## config.mk

```make
export PLATFORM = sky130hd
export DESIGN_NAME = ni_pkt_tx
export DESIGN_NICKNAME = d
export VERILOG_FILES = /design/src/rtl/ni_pkt_tx.sv
export SDC_FILE = /design/constraint.sdc
export NUM_CORES = 1
export LEC_CHECK = 0
export ABC_AREA = 0
export BUFFER_PORTS_ARGS = -buffer_cell sky130_fd_sc_hd__buf_2
export CAP_MARGIN = 10
export CORE_ASPECT_RATIO = 1.75
export CORE_MARGIN = 2
export CORE_UTILIZATION = 50
export DETAILED_ROUTE_END_ITERATION = 10
export PLACE_DENSITY_LB_ADDON = 0.08
export SLEW_MARGIN = 10
export SYNTH_ARGS = -nofsm -noshare
export SYNTH_HDL_FRONTEND = slang
export SYNTH_SLANG_ARGS = --single-unit
export TNS_END_PERCENT = 1
```

## constraint.sdc

```tcl
create_clock -name clk -period 2.61 [get_ports clk]
set_input_delay 0.261 -clock clk [delete_from_list [all_inputs] [get_ports clk]]
set_output_delay 0.261 -clock clk [all_outputs]
set_load 0.005 [all_outputs]
```

## src/rtl/ni_pkt_tx.sv

```systemverilog
// ni_pkt_tx: network-interface packet transmitter (header + up to 7 body flits, 16-bit flits).
// Optional output stall counter enabled by defining NI_TX_STALL_CNT_EN.
`default_nettype none

module ni_pkt_tx (
  input  logic        clk,
  input  logic        rst,
  input  logic [7:0]  myaddr_i,
  input  logic        req_valid_i,
  output logic        req_ready_o,
  input  logic [1:0]  req_dst_x_i,
  input  logic [1:0]  req_dst_y_i,
  input  logic [2:0]  req_len_i,
  input  logic        data_valid_i,
  output logic        data_ready_o,
  input  logic [15:0] data_i,
  output logic [15:0] flit_o,
  output logic        flit_valid_o,
  input  logic        flit_ready_i,
  output logic        busy_o,
  output logic [15:0] stall_cnt_o
);

  typedef enum logic [1:0] {
    IDLE = 2'd0,
    HEAD = 2'd1,
    BODY = 2'd2,
    LAST = 2'd3
  } state_t;

  state_t      state_q;
  logic [15:0] flit_q;
  logic        flit_valid_q;
  logic [2:0]  len_q;
  logic [2:0]  rem_q;
  logic [15:0] header_d;
  logic        data_acc;

  // Lowest set bit of a one-hot nibble; an empty nibble maps to index 0.
  function automatic logic [1:0] low_idx(input logic [3:0] n);
    if (n[0])      return 2'd0;
    else if (n[1]) return 2'd1;
    else if (n[2]) return 2'd2;
    else if (n[3]) return 2'd3;
    else           return 2'd0;
  endfunction

  always_comb begin
    header_d = {1'b1, req_len_i,
                low_idx(myaddr_i[7:4]), low_idx(myaddr_i[3:0]),
                4'b0001 << req_dst_x_i, 4'b0001 << req_dst_y_i};
  end

  assign req_ready_o  = (state_q == IDLE);
  assign data_ready_o = (state_q == BODY) && (!flit_valid_q || flit_ready_i);
  assign data_acc     = data_valid_i && data_ready_o;
  assign flit_o       = flit_q;
  assign flit_valid_o = flit_valid_q;
  assign busy_o       = (state_q != IDLE);

  always_ff @(posedge clk) begin
    if (rst) begin
      state_q      <= IDLE;
      flit_q       <= 16'h0000;
      flit_valid_q <= 1'b0;
      len_q        <= 3'd0;
      rem_q        <= 3'd0;
    end else begin
      case (state_q)
        IDLE: begin
          if (req_valid_i) begin
            flit_q       <= header_d;
            flit_valid_q <= 1'b1;
            len_q        <= req_len_i;
            state_q      <= HEAD;
          end
        end
        HEAD: begin
          if (flit_ready_i) begin
            flit_valid_q <= 1'b0;
            if (len_q == 3'd0) begin
              state_q <= IDLE;
            end else begin
              rem_q   <= len_q;
              state_q <= BODY;
            end
          end
        end
        BODY: begin
          if (data_acc) begin
            flit_q       <= data_i;
            flit_valid_q <= 1'b1;
            rem_q        <= rem_q - 3'd1;
            if (rem_q == 3'd1) state_q <= LAST;
          end else if (flit_ready_i) begin
            flit_valid_q <= 1'b0;
          end
        end
        LAST: begin
          if (flit_ready_i) begin
            flit_valid_q <= 1'b0;
            state_q      <= IDLE;
          end
        end
        default: state_q <= IDLE;
      endcase
    end
  end

`ifdef NI_TX_STALL_CNT_EN
  logic [15:0] stall_q;

  // Counts cycles the router refuses a presented flit; sticks at all-ones.
  always_ff @(posedge clk) begin
    if (rst) begin
      stall_q <= 16'h0000;
    end else if (flit_valid_q && !flit_ready_i && (stall_q != 16'hFFFF)) begin
      stall_q <= stall_q + 16'd1;
    end
  end

  assign stall_cnt_o = stall_q;
`else
  assign stall_cnt_o = 16'h0000;
`endif

endmodule

`default_nettype wire

```

# Word level (Yosys, flattened, before mapping)
# Cells that the tools add are included.
[word_totals] inputBits=36 output_inout_bits=36 register_bits=25
[classes] n_shift=2 n_mux=26 reduce_logical=14 n_eq_ne=10 add_sub_neg=1
[op_table] op="2-to-1 mux 16 bit" count=2
[op_table] op="case mux 16 bit (2 select lines)" count=1
[op_table] op="2-to-1 mux 2 bit" count=14
[op_table] op="inequality test 2 bit, second input constant" count=5
[op_table] op="2-to-1 mux 3 bit" count=3
[op_table] op="case mux 2 bit (4 select lines)" count=1
[op_table] op="<< shifter 1 x 2 -> 4 bit, first input constant" count=2
[op_table] op="case mux 3 bit (2 select lines)" count=1
[op_table] op="nonzero test 2 bit" count=3
[op_table] op="AND reduction 5 bit" count=1
[op_table] op="equality test 2 bit, second input constant" count=2
[op_table] op="AND reduction 4 bit" count=1
[op_table] op="equality test 3 x 1 -> 1 bit, second input constant" count=1
[op_table] op="zero test 3 bit" count=1
[op_table] op="2-to-1 mux 1 bit" count=3
[op_table] op="case mux 1 bit (3 select lines)" count=1
[op_table] op="AND reduction 3 bit" count=1
[op_table] op="subtractor 3 x 1 -> 3 bit, second input constant" count=1
[op_table] op="equality test 2 x 1 -> 1 bit, second input constant" count=1
[op_table] op="logical AND 1 bit" count=2
[op_table] op="zero test 2 bit" count=1
[op_table] op="inequality test 2 x 1 -> 1 bit, second input constant" count=1
[op_table] op="AND reduction 2 bit" count=1
[op_table] op="OR reduction 2 bit" count=1
[op_table] op="2 further kinds" count=2

# Longest topological paths before layout
[logic_depth] word_depth=6 depth_mapped=6

# Worst setup path before layout
# OpenSTA, ideal clock, no wires.
[synth_path] kind="register -> register" startpoint="register (tool-made name)" endpoint="register flit_q[11] (netlist: flit_o[11])" path_buffers=2 required_ns=2.524 setup_ns=0.086 arrival_time_ns=1.256 path_slack_ns=1.268 path_stages_with_launch=7 synth_period_minus_slack_ns=1.342 cell_sequence="dfxtp_1 -> buf_6 -> and2b_4 -> buf_6 -> nor4_1 -> a21oi_1 -> a221oi_2"
[synth_rtl] item="end signal: assignment" line="72" source="flit_q <= header_d;"
[synth_rtl] item="end signal: assignment" line="91" source="flit_q <= data_i;"
[synth_rtl] item="end: declaration" line="32" source="logic [15:0] flit_q;"

==> qor.csv <==
metric,value,unit
Max-cap violations,0,
WHS Path Cells,3,
LEAKAGE,0.775,nW
Power Density,477,mW/mm^2
Post-DRT Antenna Nets,0,
fmax,0.471,GHz
Fillers,307,
drt first pass iters,4,
Power Total,885,uW
initial antenna violation count,0,
post-DP HPWL,2.77,mm
CTS max path bufs,2,
Nets,265,
Port Buffers,55,
min-delay worst type,in2reg,
multiplexer share of the synthesized area,0,%
clk slew on worst S/H paths,0.09,ns
cells after synthesis,177,
setup bufs post-CTS,0,
Total Neg Setup Slack,0,ns
Worst Path Arrival,2.25,ns
Area contributors post-synth,"dfxtp_1 (31%), buf_4 (8.9%), a2111oi_2 (8.5%), a211oi_2 (7.8%), a21oi_1 (4.1%)",
clock tree root driver cell,clkbuf_8,
Synth Flop Type,dfxtp_1,
crit-path max FO,14,
htree depth,1,
Synth Area per Inst,9.03,sq um
top cell type's share of synthesized area,31.3,%
Yosys top cell by area,dfxtp_1,
DRT iter0 DRCs,26,
Die W,46.7,um
Final Routed Wirelength,3.43,mm
async set-reset flop share out of synthesis,0,%
yosys warns,0,
final worst path period share,81.3,%
placed insts,265,
Synth Area in Adders,1.57,%
drt drc,0,
WP data required,2.73,ns
Post-synth EDFFs,0,
Slew @ Worst Pin,0.591,ns
# diodes,0,
Reg2Reg Depth,4,
area of the multi-input gates,900,sq um
simple-gate area share of the yosys netlist,18.2,%
routability cong.,0.818,
WL/cell,12.8,um
Slew Limit Fails,0,
Final WS setup,0.489,ns
"Hold-fix buffers, CTS",0,
CTS tree,done,
Layout Cells excl Fill,269,
fraction of layout cells with a size suffix above 1,38.5,%
most frequent cells after synthesis,"dfxtp_1 (25), buf_4 (19), inv_1 (17)",
Yosys reg bits,25,
Synth Area in Compound Gates,32.2,%
die area,0.00368,sq mm
grt total ovfl,0,
peak supply drop,0.387,mV
number of CTS-inserted buffers,3,
I/O Pins,72,
critical path class,reg2reg,
mapped cell area,0.00160,sq mm
unrepaired setup endpoints after global routing,no,
clk sinks,25,
Final Hold Viols,0,
number of global-route vias before repair,1292,
Post-CTS Resized,0,
CP endpoint kind,flip-flop,
GRT Total Usage,19.3,%
count of different cell masters after synthesis,38,
sequential-to-total area share from yosys stat,31.3,%
Worst setup SP type,flip-flop,
FF/Latch Area,500,sq um
Clock Latency Late Sink,0.26,ns
final setup violation count,0,
FP Rows,27,
XOR/XNOR Fraction of Synth Area,0.548,%
Worst Skew,0.00392,ns
core area,0.00311,sq mm
first-pass GRT wire length,5.40,mm
most frequent cell after synthesis,dfxtp_1,
minimum clock period after layout,2.12,ns
DP Worst Slack,0.497,ns
Slew HR,60.6,%
Initial Utilization,51.4,%
vias per cell,5.06,
DR vias,1361,
Syn-to-layout area delta,16.0,%
largest family of logic cells by synthesized area,compound AO/OA/AOI/OAI gates,
largest net degree at the start of global routing,26,
Fin Hold WS,0.242,ns
die height,78.8,um
outcome,completed,
[final cells by class]
type | count | share of cell area [%]
Multi-Input combinational cell | 123 | 48.5
Sequential cell | 25 | 27.0
Timing Repair Buffer | 57 | 15.7
Inverter | 17 | 3.44
Tap cell | 43 | 2.90
Clock buffer | 4 | 2.43
[kinds of logic (layout without fill, tap and decap cells)]
kind of cell,after synthesis,in the layout
flip-flops,25,25
AND/OR/NAND/NOR,52,52
other,1,16
adder cells (fa/ha/maj),2,2
XOR/XNOR,1,1
buffers and inverters,44,78
AO/OA/AOI/OAI,52,52
[sequential cells by signal (all words and copies together), names as in the netlist, named ones only]
signal / cells
flit_o: 16
len_q: 3
rem_q: 3
flit_valid_o: 1
state_q: 1
[worst max-delay path, stage by stage, from the launching register on]
cell	delay [ns]
dfxtp_1	0.63
nor2b_1	0.16
a31oi_4	0.47
or2_1	0.55
a211oi_1	0.16
[cells in the final DEF, fill, tap and decap left out, types with 2 or more instances in the layout]
master and instances:
a211oi_1 2, nor4_1 3, inv_1 17, buf_2 55, a2111oi_0 2, a21oi_1 13
clkbuf_8 3, ha_1 2, conb_1 16, nand2_1 11, nand2b_1 2, a211o_1 2
o31a_1 2, a2111oi_2 9, buf_4 2, nor3b_1 4, dfxtp_1 25, nor2_1 14
a221oi_2 4, and3_1 2, o21ai_0 5, and2_1 5, nor3_1 2, a211oi_2 10
[stage by stage]
step	instance area [sq um]	util, %
CTS	1850	59.6
global route	1850	59.6
finish	1850	59.6
floorplan	1650	-
detailed placement	1810	58.2
global placement	1810	58.2
[routing by layer]
metal | vias up | track usage, % | wire length (um)
met5 | - | 0 | 0
met4 | 0 | 8.06 | 37
met3 | 4 | 2.50 | 110
met2 | 25 | 35.7 | 1970
met1 | 636 | 20.3 | 1310
li1 | 696 | - | -
[final timing paths]
path	start	endpoint	slack (ns)
max	flip-flop	flit_o[2]	0.49
min reg2reg	flit_o[0]	flit_o[0]	0.46
max reg2reg	flip-flop	flit_o[2]	0.49
min	req_len_i[2]	len_q[2]	0.24
[power breakdown]
group          total (mW)  internal, mW  switching (mW)  leakage (nW)
Combinational       0.225         0.102           0.123         0.546
Sequential          0.434         0.413          0.0212         0.206
Clock               0.226         0.109           0.117        0.0228
Note: power is estimated with default switching activity, not from simulation.
